<file path="config.mk">
export PLATFORM = sky130hd
export DESIGN_NAME = ramdisk_dev
export DESIGN_NICKNAME = d
export VERILOG_FILES = /design/src/rtl/ramdisk_dev.sv
export SDC_FILE = /design/constraint.sdc
export NUM_CORES = 1
export LEC_CHECK = 0
export CAP_MARGIN = 20
export CORE_MARGIN = 1
export CORE_UTILIZATION = 35
export CTS_CLUSTER_SIZE = 30
export DETAILED_ROUTE_END_ITERATION = 7
export PLACE_DENSITY = 0.6
export SLEW_MARGIN = 20
export SYNTH_ARGS = -nofsm -noshare
export SYNTH_HDL_FRONTEND = slang
export SYNTH_SLANG_ARGS = --single-unit
</file>
<file path="constraint.sdc">
create_clock -name clk -period 9.3 [get_ports clk]
set_clock_uncertainty 0.2 [all_clocks]
set_input_delay 1.86 -clock clk [delete_from_list [all_inputs] [get_ports clk]]
set_output_delay 1.86 -clock clk [all_outputs]
set_load 0.05 [all_outputs]
</file>
<file path="src/rtl/ramdisk_dev.sv">
`default_nettype none
// ============================================================================
//  Module   : ramdisk_dev
//  Purpose  : RAM disk storage device. Moves 16-bit words between an on-chip
//             block RAM (256-word blocks selected by lba) and bus memory
//             through a DMA master port.
//  Ports    : clk, reset (sync, active-low)
//             command  : read, write, ba, lba, wc, iba, q22
//             status   : devrdy, cmdrdy, word_st, nxm, crcerr
//             DMA      : dma_req, dma_wr, dma_addr, dma_wdata, dma_rdata,
//                        dma_ack, dma_nxm
//             blockRAM : ram_addr, ram_wdata, ram_we, ram_rdata (1-cycle read)
//  Options  : RAMDISK_ZERO_FILL_EN - zero the unwritten tail of the last
//             block touched by a write.
//  Revision : 1.0 - initial release
// ============================================================================
module ramdisk_dev #(
    parameter int LBA_BITS = 10
) (
    input  logic                  clk,
    input  logic                  reset,
    input  logic                  read,
    input  logic                  write,
    input  logic [21:0]           ba,
    input  logic [31:0]           lba,
    input  logic [15:0]           wc,
    input  logic                  iba,
    input  logic                  q22,
    output logic                  devrdy,
    output logic                  cmdrdy,
    output logic                  word_st,
    output logic                  nxm,
    output logic                  crcerr,
    output logic                  dma_req,
    output logic                  dma_wr,
    output logic [21:0]           dma_addr,
    output logic [15:0]           dma_wdata,
    input  logic [15:0]           dma_rdata,
    input  logic                  dma_ack,
    input  logic                  dma_nxm,
    output logic [LBA_BITS+7:0]   ram_addr,
    output logic [15:0]           ram_wdata,
    output logic                  ram_we,
    input  logic [15:0]           ram_rdata
);

    localparam int AW = LBA_BITS + 8;
    // Sum width: wide enough for base + 16-bit index plus a carry bit.
    localparam int SW = ((AW > 16) ? AW : 16) + 1;

    localparam logic [3:0] S_IDLE    = 4'd0;
    localparam logic [3:0] S_START   = 4'd1;
    localparam logic [3:0] S_RD_RAM  = 4'd2;
    localparam logic [3:0] S_RD_WAIT = 4'd3;
    localparam logic [3:0] S_RD_DMA  = 4'd4;
    localparam logic [3:0] S_WR_DMA  = 4'd5;
    localparam logic [3:0] S_WR_RAM  = 4'd6;
    localparam logic [3:0] S_DONE    = 4'd7;
`ifdef RAMDISK_ZERO_FILL_EN
    localparam logic [3:0] S_ZFILL   = 4'd8;
`endif

    logic [3:0]    r_state;
    logic          r_devrdy;
    logic          r_cmdrdy;
    logic          r_nxm;
    logic          r_armed;
    logic          r_dma_req;
    logic          r_dma_wr;      // also the latched direction: 1 = disk read
    logic [21:0]   r_dma_addr;
    logic [15:0]   r_dma_wdata;
    logic [AW-1:0] r_ram_addr;
    logic [15:0]   r_ram_wdata;
    logic          r_ram_we;
    logic          r_iba;
    logic          r_q22;
    logic [31:0]   r_lba;
    logic [15:0]   r_rem;
    logic [15:0]   r_idx;

    logic [AW-1:0] w_base;
    logic [SW-1:0] w_sum_cur;
    logic [SW-1:0] w_sum_nxt;
    logic          w_carry_nxt;
    logic [15:0]   w_idx_nxt;
    logic [15:0]   w_rem_nxt;
    logic          w_last;
    logic          w_lba_oor;
    logic [21:0]   w_addr_nxt;
    logic          w_accept;

    assign w_base      = {r_lba[LBA_BITS-1:0], 8'h00};
    assign w_sum_cur   = SW'(w_base) + SW'(r_idx);
    assign w_sum_nxt   = SW'(w_base) + SW'(r_idx) + SW'(1);
    // Any bit above the RAM address width means the next word is off the disk.
    assign w_carry_nxt = |w_sum_nxt[SW-1:AW];
    assign w_idx_nxt   = r_idx + 16'd1;
    assign w_rem_nxt   = r_rem - 16'd1;
    assign w_last      = (r_rem == 16'd1);
    assign w_lba_oor   = (r_lba >> LBA_BITS) != 32'd0;
    assign w_accept    = (r_state == S_IDLE) && r_armed && (read || write);

    // 18-bit mode keeps the upper four address bits at zero and wraps at 256 KB.
    always_comb begin
        w_addr_nxt = r_dma_addr;
        if (!r_iba) begin
            if (r_q22) w_addr_nxt = r_dma_addr + 22'd2;
            else       w_addr_nxt = {4'b0000, r_dma_addr[17:0] + 18'd2};
        end
    end

    always_ff @(posedge clk) begin
        if (!reset) begin
            r_state     <= S_IDLE;
            r_devrdy    <= 1'b0;
            r_cmdrdy    <= 1'b0;
            r_nxm       <= 1'b0;
            r_armed     <= 1'b0;
            r_dma_req   <= 1'b0;
            r_dma_wr    <= 1'b0;
            r_dma_addr  <= '0;
            r_dma_wdata <= '0;
            r_ram_addr  <= '0;
            r_ram_wdata <= '0;
            r_ram_we    <= 1'b0;
            r_iba       <= 1'b0;
            r_q22       <= 1'b0;
            r_lba       <= '0;
            r_rem       <= '0;
            r_idx       <= '0;
        end else begin
            r_devrdy <= 1'b1;
            // A command level must be seen low before another is taken.
            if (!read && !write) r_armed <= 1'b1;

            case (r_state)
                S_IDLE: begin
                    r_cmdrdy <= 1'b1;
                    if (w_accept) begin
                        r_cmdrdy   <= 1'b0;
                        r_armed    <= 1'b0;
                        r_nxm      <= 1'b0;
                        r_dma_wr   <= read;
                        r_dma_addr <= q22 ? (ba & 22'h3FFFFE) : (ba & 22'h03FFFE);
                        r_rem      <= wc;
                        r_idx      <= '0;
                        r_iba      <= iba;
                        r_q22      <= q22;
                        r_lba      <= lba;
                        r_state    <= S_START;
                    end
                end
                S_START: begin
                    if (w_lba_oor) begin
                        r_nxm   <= 1'b1;
                        r_state <= S_DONE;
                    end else if (r_rem == 16'd0) begin
                        r_state <= S_DONE;
                    end else if (r_dma_wr) begin
                        r_ram_addr <= w_sum_cur[AW-1:0];
                        r_state    <= S_RD_RAM;
                    end else begin
                        r_dma_req <= 1'b1;
                        r_state   <= S_WR_DMA;
                    end
                end
                S_RD_RAM: r_state <= S_RD_WAIT;
                S_RD_WAIT: begin
                    r_dma_wdata <= ram_rdata;
                    r_dma_req   <= 1'b1;
                    r_state     <= S_RD_DMA;
                end
                S_RD_DMA: begin
                    if (dma_nxm) begin
                        r_dma_req <= 1'b0;
                        r_nxm     <= 1'b1;
                        r_state   <= S_DONE;
                    end else if (dma_ack) begin
                        r_dma_req  <= 1'b0;
                        r_idx      <= w_idx_nxt;
                        r_rem      <= w_rem_nxt;
                        r_dma_addr <= w_addr_nxt;
                        if (w_last) begin
                            r_state <= S_DONE;
                        end else if (w_carry_nxt) begin
                            r_nxm   <= 1'b1;
                            r_state <= S_DONE;
                        end else begin
                            r_ram_addr <= w_sum_nxt[AW-1:0];
                            r_state    <= S_RD_RAM;
                        end
                    end
                end
                S_WR_DMA: begin
                    if (dma_nxm) begin
                        r_dma_req <= 1'b0;
                        r_nxm     <= 1'b1;
                        r_state   <= S_DONE;
                    end else if (dma_ack) begin
                        r_dma_req   <= 1'b0;
                        r_ram_wdata <= dma_rdata;
                        r_ram_addr  <= w_sum_cur[AW-1:0];
                        r_ram_we    <= 1'b1;
                        r_state     <= S_WR_RAM;
                    end
                end
                S_WR_RAM: begin
                    r_ram_we   <= 1'b0;
                    r_idx      <= w_idx_nxt;
                    r_rem      <= w_rem_nxt;
                    r_dma_addr <= w_addr_nxt;
                    if (w_last) begin
`ifdef RAMDISK_ZERO_FILL_EN
                        if (w_idx_nxt[7:0] != 8'h00) begin
                            r_ram_we    <= 1'b1;
                            r_ram_wdata <= 16'h0000;
                            r_ram_addr  <= w_sum_nxt[AW-1:0];
                            r_state     <= S_ZFILL;
                        end else begin
                            r_state <= S_DONE;
                        end
`else
                        r_state <= S_DONE;
`endif
                    end else if (w_carry_nxt) begin
                        r_nxm   <= 1'b1;
                        r_state <= S_DONE;
                    end else begin
                        r_dma_req <= 1'b1;
                        r_state   <= S_WR_DMA;
                    end
                end
`ifdef RAMDISK_ZERO_FILL_EN
                // r_idx is the word being zeroed this cycle; stop at block end.
                S_ZFILL: begin
                    r_idx <= w_idx_nxt;
                    if (w_idx_nxt[7:0] == 8'h00) begin
                        r_ram_we <= 1'b0;
                        r_state  <= S_DONE;
                    end else begin
                        r_ram_addr <= w_sum_nxt[AW-1:0];
                    end
                end
`endif
                S_DONE: begin
                    r_cmdrdy <= 1'b1;
                    r_state  <= S_IDLE;
                end
                default: r_state <= S_IDLE;
            endcase
        end
    end

    // A disk-read word completes on the ack itself, so the strobe is combinational.
    assign word_st   = reset & (((r_state == S_RD_DMA) & dma_ack & ~dma_nxm) |
                                (r_state == S_WR_RAM));
    assign devrdy    = r_devrdy;
    assign cmdrdy    = r_cmdrdy;
    assign nxm       = r_nxm;
    assign crcerr    = 1'b0;
    assign dma_req   = r_dma_req;
    assign dma_wr    = r_dma_wr;
    assign dma_addr  = r_dma_addr;
    assign dma_wdata = r_dma_wdata;
    assign ram_addr  = r_ram_addr;
    assign ram_wdata = r_ram_wdata;
    assign ram_we    = r_ram_we;

endmodule
`default_nettype wire
</file>
== Word-level counts from Yosys, hierarchy flattened ==
Index checks and enable logic that the tools add are counted.
Cells by class
  add/sub/neg operators: 6
  equal/unequal tests: 26
  multiplexer cells: 63
  bitwise logic cells: 5
  reduce and logical (&&, ||, !) cells: 24
Operators with widths (number)
  two-way mux 18 bit: 9
  two-way mux 22 bit: 6
  two-way mux 16 bit: 6
  case mux 16 bit (3 select lines): 2
  case mux 22 bit (3 select lines): 1
  case mux 18 bit (3 select lines): 1
  nonzero test 32 bit: 1
  inequality test 2 bit (second input constant): 15
  case mux 4 bit (7 select lines): 1
  adder 22 x 2 -> 22 bit (second input constant): 1
  two-way mux 1 bit: 21
  two-way mux 4 bit: 5
  adder 18 x 16 -> 19 bit: 1
  adder 19 x 1 -> 19 bit (second input constant): 1
  adder 18 x 2 -> 18 bit (second input constant): 1
  adder 16 x 1 -> 16 bit (second input constant): 1
  == test 16 x 1 -> 1 bit (second input constant): 1
  == test 4 x 3 -> 1 bit (second input constant): 4
  zero test 16 bit: 1
  subtractor 16 x 1 -> 16 bit (second input constant): 1
  two-way mux 3 bit: 5
  AND reduction 10 bit: 1
  AND reduction 3 bit: 3
  == test 4 x 2 -> 1 bit (second input constant): 2
  other kinds (23): 33
Storage, ports and cells
  register bits: 149
  bits of input ports: 110
  output and inout port bits: 80
  logic and storage cells: 141

== Depth between registers and ports, before layout ==
  depth after elaboration: 7
  mapped depth: 11

== Worst setup path before layout ==
Ideal clock, no wire load.
  path type: input -> output
  from: input port dma_ack
  to: output port word_st
  arrival: 2.853 ns
  data required time: 7.240 ns
  path slack: 4.387 ns
  cell stages on the path: 5
  buffers on the path: 0
  cell sequence: nor2b_1 > nor2_1 > nor2_1 > nand2_1 > inv_1
Between the ends
  longest elaborated chain between the ends: 4
RTL lines
  start: declaration: line 39  | input logic dma_ack,
  bitwise AND 1 bit (2 in a row): line 255  | assign word_st = reset & (((r_state == S_RD_DMA) & dma_ack & ~dma_nxm) |
  bitwise OR 1 bit: line 255
  bitwise AND 1 bit: line 255
  end: declaration: line 31  | output logic word_st,
Every way passes these cells.

== Worst setup path in the final report ==
Ends and elaborated chain as after synthesis.

==> reports/results.ini <==
[synthesis]
syn_area_sq_um=7290
synth_compound_area_share_pct=24.1
muxShareOfSynthArea_pct=0.686
synth_edf_count=0
synth_top_area_share_pct=40.4
synth_top_flop_cell=dfxtp_1
synth_async_sr_flop_share_pct=0
yosysWarnings=0
ys_types=67
synthCells=963
synth_top_family_by_area=simple AND/OR/NAND/NOR gates
synth.avg_cell_area_sq_um=7.57
synth_top_area_cell=dfxtp_1
ys_seq_area_share_pct=40.4
synth-simple-area-share_pct=24.9
yosys-top-cells-area=dfxtp_1, nand2_1, a21oi_1
ys_ff_latch=147
synthAdderAreaFrac_pct=2.33
synth_xor_xnor_area_share_pct=3.36

[floorplanning]
dieArea_sq_um=21400
die_y_um=146
ios=190
core.rowCount=52
core-area_sq_um=20300
fp.dieW_um=146
start_util_pct=35.9

[setup_path]
path_cells=clkdlybuf4s50_1 -> nor2b_1 -> nor2_1 -> nor2_1 -> nand2_1 -> inv_1 -> clkdlybuf4s50_1
crit_fanout=10
crit_type=in -> out
cp.arrival_ps=4260
crit_required_ps=7240
crit_slowest_cell=clkdlybuf4s50_1
startpoint_type=input pin
cpPeakStageDelay_ps=830
cp-end-kind=output pin
r2r_cells=10

[layout]
area_growth_pct=36.8
multiInputGateArea_sq_um=4070
layout-drive-gt1-share_pct=4.59
register_area_sq_um=2940
fill_cells=2049
final_util_pct=49.1
finalNetCount=1242
stdcell_area_sq_um=9970

[place]
port_buffers=186
hpwlAfterDp_um=14200
place_area_sq_um=9320
place_congestion=0.850
dp_slack_ps=2980

[clock_tree]
hold_buffers=0
cts_setup_buffers=0
htree_levels=4
cts_resized=0
clkTransAtPathRegs_ps=60
numCtsBuffers=17
cts_tree=built
cts_max_path_buffers=2
cts.sinks=147
cts_root_buffer=clkbuf_16
clk_latency_ps=420

[drt]
routed_wl_um=20600
drt_iter0_drc=448
vias=7185
drtPass1Iterations=5
via_per_inst=5.12
wl_per_cell_um=14.7
drc_errors=0
antenna_left=0

[power_and_ir_drop]
powerDensity_nw_per_um2=237
p_comb_share_pct=35.3
irDropWorstVdd_mv=0.140
intPower_uw=1490
switching_share_pct=36.9
power_switching_uw=874
seq_power_share_pct=33.2
pwr-share-clk_pct=31.5
leakage_uw=0.00355

[grt]
use_met1_pct=26.1
busiest_layer=met2
grt_pass1_vias=6720
use_met3_pct=5.31
use_met2_pct=30.3
grt_pass1_wl_um=34000
antenna_found_initial=1
gr-total-overflow=0
grt_max_degree=84
grt_usage_pct=19.7

[sta]
max_slew_margin_pct=34.8
worst_slack_ps=2980
finalHoldViolations=0
setup_violations=0
worst_pin_slew_ps=968
whs_ps=251
fin_tns_setup_ps=0
rsz0062_at_grt=false
finalMaxSlewViolations=0
period_needed_ps=6320
finalCritPeriodShare_pct=67.9
fmax_mhz=158

[run_status]
status=finished clean

[flow_run]
drv_cap=0

[hold_path]
worstHoldPathType=reg -> reg
hold_path_depth=2

==> metrics by stage <==
step	std cells	total power [uW]
finish	1403	2370
global route	1402	2510
CTS	1402	2390
detailed placement	1370	1640
global placement	1370	1630
floorplan	964	1370
==> worst paths after layout <==
check	startpoint	endpoint	slack [ps]
max	dma_ack	word_st	2980
min	r_lba[17]$_SDFFE_PN0P_	r_lba[17]$_SDFFE_PN0P_	250
max reg2reg	r_idx[8]$_SDFFE_PN0P_	r_state[2]$_SDFFE_PN0P_	5640
min reg2reg	r_lba[17]$_SDFFE_PN0P_	r_lba[17]$_SDFFE_PN0P_	250
==> flip-flops by register name (all words and copies together), names as in the netlist <==
register and cells:
ram_wdata 16, dma_addr 21, r_iba 1, r_idx 16, r_lba 32, r_state 3
cmdrdy 1, dma_wr 1, dma_req 1, dma_wdata 16, r_rem 16, r_q22 1
ram_we 1, nxm 1, devrdy 1, r_armed 1, ram_addr 18
==> per-layer routing <==
layer | vias to the layer above | wire length [um]
met5 | - | 0
met1 | 3236 | 9620
met2 | 201 | 9250
met4 | 0 | 434
met3 | 24 | 1290
li1 | 3724 | -
==> power groups by stage <==
stage                     Combinational, uW  Sequential (uW)  Clock [uW]
after floorplan                         435              937           0
after global placement                  833              799           0
after detailed placement                837              800           0
after CTS                               840              787         764
after global routing                    917              799         794
final                                   835              786         745
==> final cells by class <==
type / count / area share, %
Antenna cell: 1 / 0.0251
Clock inverter: 8 / 1.47
Sequential cell: 147 / 29.5
Inverter: 14 / 0.552
Multi-Input combinational cell: 744 / 40.8
Clock buffer: 24 / 4.93
Tap cell: 270 / 3.39
Timing Repair Buffer: 195 / 19.3
==> logic make-up after synthesis <==
logic type	count (synthesis)
XOR/XNOR	28
multiplexers	5
AO/OA/AOI/OAI	286
other	1
adder cells (fa/ha/maj)	13
flip-flops	147
buffers and inverters	73
AND/OR/NAND/NOR	410
==> cells in the mapped netlist (5+ instances only) <==
| library cell | instances |
|---|---|
| a211oi_1 | 15 |
| a21o_1 | 5 |
| a21oi_1 | 129 |
| a22oi_1 | 8 |
| a311oi_1 | 18 |
| a31oi_1 | 7 |
| and2_1 | 7 |
| and3_1 | 19 |
| buf_2 | 6 |
| clkbuf_1 | 47 |
| dfxtp_1 | 147 |
| ha_1 | 12 |
| inv_1 | 12 |
| mux2i_1 | 5 |
| nand2_1 | 219 |
| nand2b_1 | 6 |
| nand3_1 | 30 |
| nand4_1 | 11 |
| nor2_1 | 73 |
| nor2b_1 | 5 |
| nor3_1 | 11 |
| nor4_1 | 10 |
| o21ai_0 | 51 |
| o22ai_1 | 6 |
| o31ai_1 | 13 |
| xnor2_1 | 10 |
| xor2_1 | 18 |
==> worst max-delay path: cells and delay by family <==
kind,cells,cell delay (ps)
buffers and inverters,3,1600
AND/OR/NAND/NOR,4,780
==> placed cells by master (no fill, tap or decap), types with 5 or more instances in the layout <==
cell	count
nand2_1	219
clkdlybuf4s50_1	186
dfxtp_1	147
a21oi_1	129
nor2_1	71
o21ai_0	51
nand3_1	30
and3_1	19
xor2_1	18
a311oi_1	18
clkbuf_16	17
a211oi_1	15
o31ai_1	13
inv_1	12
ha_1	12
nor3_1	11
nand4_1	11
nor4_1	10
xnor2_1	10
buf_4	9
a22oi_1	8
and2_1	7
a31oi_1	7
o22ai_1	6
nor2b_1	5
a21o_1	5
nand2b_1	5
mux2i_1	5
Note: power is estimated with default switching activity, not from simulation.
==> variant (same flow settings) <==
`LBA_BITS`: 10 -> 20.
--- a/src/rtl/ramdisk_dev.sv
+++ b/src/rtl/ramdisk_dev.sv
@@ -16,5 +16,5 @@
 // ============================================================================
 module ramdisk_dev #(
-    parameter int LBA_BITS = 10
+    parameter int LBA_BITS = 20
 ) (
     input  logic                  clk,
Ports: changed (resized ram_addr); port bits go from 190 to 200. The function was not compared with the original's and may differ.
==> variant against the original RTL <==
Sequential cell count grew 10; synthesized area up 19%; power down 6.1%; routed wire length grew 11%; first-iteration DRC count up 3.8%; cell area is 14% higher; setup slack got worse by 0.084 ns; final cell count increased by 14%; critical path type unchanged.
==> variant: results (changes against the original RTL) <==
| Metric | Value |
|---|---|
| Initial antenna violation count | 0 (-1) |
| First-pass GRT wire length | 38.1 mm (+12%) |
| Met2 track demand over resource | 0.286 (-0.0164) |
| Detailed-route vias per instance | 5.07 (-1.0%) |
| Area after DPL | 10800 um^2 (+16%) |
| Avg WL per Cell | 14.2 um (-2.9%) |
| Share of synthesized cell area in full adder, half adder and majority cells | 0.0196 (-0.00369) |
| Max-slew headroom | 0.262 (-0.0861) |
| Compound-gate portion of the synthesized area | 0.228 (-0.0133) |
| First-pass iteration count of the detailed router | 4 (-1) |
| Met3 layer usage reported by global route | 0.0346 (-0.0185) |
| Result of the run | finished, final reports clean |
| Filler Cell Count | 2434 (+19%) |
| Detailed-routing wirelength on met1 | 11.4 mm (+19%) |
| XOR/XNOR share of the synthesized area | 0.0435 (+0.00985) |
| Cell leakage power | 4.17 nW (+17%) |
| Share of cell area taken by muxes after synthesis | 0.0326 (+0.0258) |
| Final cell utilization of the core | 0.468 (-0.0232) |
| Synth top area cells | sky130_fd_sc_hd__dfxtp_1 (36%), sky130_fd_sc_hd__nand2_1 (11%), sky130_fd_sc_hd__a21boi_0 (6.2%) |
| GP Congestion | 0.826 (-2.8%) |
| Global-route track usage on met1 | 0.250 (-0.0111) |
| Count of distinct cell types in the synthesized netlist | 82 (+22%) |
| Setup WS pre-CTS | 2.87 ns (-0.113 ns) |
| Placed Instances | 1571 (+15%) |
| Tot GR Track Use | 0.182 (-0.0145) |
| Number of global-route vias before repair | 7552 (+12%) |
| Layout cell share with drive strength beyond 1 | 0.0500 (+0.00410) |
| CP Data Arrival Time | 4.34 ns (+0.08 ns) |
| Sequential area share after synthesis | 0.363 (-0.0407) |
| Routed length on met3 | 972 um (-25%) |
| Overall via count from detail_route | 8132 (+13%) |
| Placed wire-length estimate after detailed placement | 16.1 mm (+13%) |
| Pin count of the biggest net entering global routing | 79 (-6.0%) |
| Maximum net fanout on the critical path | 9 (-1) |
| Number of nets in the layout | 1389 (+12%) |
| Starting DRT DRC Count | 465 (+3.8%) |
| Post-synth top cells | sky130_fd_sc_hd__nand2_1 (247), sky130_fd_sc_hd__dfxtp_1 (157), sky130_fd_sc_hd__a21boi_0 (71), sky130_fd_sc_hd__nor2_1 (69) |
variant: cell count changes after synthesis, moves of 15 or more:
| cell | unedited run | this run |
|---|---|---|
| sky130_fd_sc_hd__a21boi_0 | 1 | 71 |
| sky130_fd_sc_hd__a21oi_1 | 129 | 52 |
| sky130_fd_sc_hd__a311oi_1 | 18 | 1 |
| sky130_fd_sc_hd__mux2i_1 | 5 | 26 |
| sky130_fd_sc_hd__nand2_1 | 219 | 247 |
| sky130_fd_sc_hd__nor2b_1 | 5 | 20 |
| sky130_fd_sc_hd__xnor2_1 | 10 | 26 |
variant: layout make-up:
cell class                      instances  share of cell area
Sequential cell                       157               0.276
Tap cell                              324              0.0356
Timing Repair Buffer                  204               0.177
Clock inverter                         12              0.0122
Inverter                               21             0.00693
Antenna cell                            1            0.000220
Clock buffer                           20              0.0401
Multi-Input combinational cell        865               0.451
variant: logic make-up (layout without fill, tap and decap cells):
| family | Yosys count | after routing |
|---|---|---|
| AND/OR/NAND/NOR | 493 | 493 |
| AO/OA/AOI/OAI | 286 | 286 |
| XOR/XNOR | 43 | 43 |
| multiplexers | 28 | 28 |
| buffers and inverters | 91 | 257 |
| adder cells (fa/ha/maj) | 13 | 13 |
| flip-flops | 157 | 157 |
| other | 1 | 3 |
variant: worst paths after layout:
check	from	end	slack (ns)	depth (start not counted)
worst max-delay path	dma_ack	word_st	2.90	6
worst min-delay path	ram_addr[7]	ram_addr[7]	0.26	2
worst max register to register	r_idx[8]	ram_addr[15]	4.57	12
worst min register to register	ram_addr[7]	ram_addr[7]	0.26	2
variant: where the power goes:
group	switching, W	internal [W]	total, W	leakage, nW
registers	0.0000628	0.000733	0.000796	1.27
logic	0.000442	0.000281	0.000723	2.63
clock network	0.000292	0.000412	0.000704	0.279
total	0.000797	0.00143	0.00222	4.17
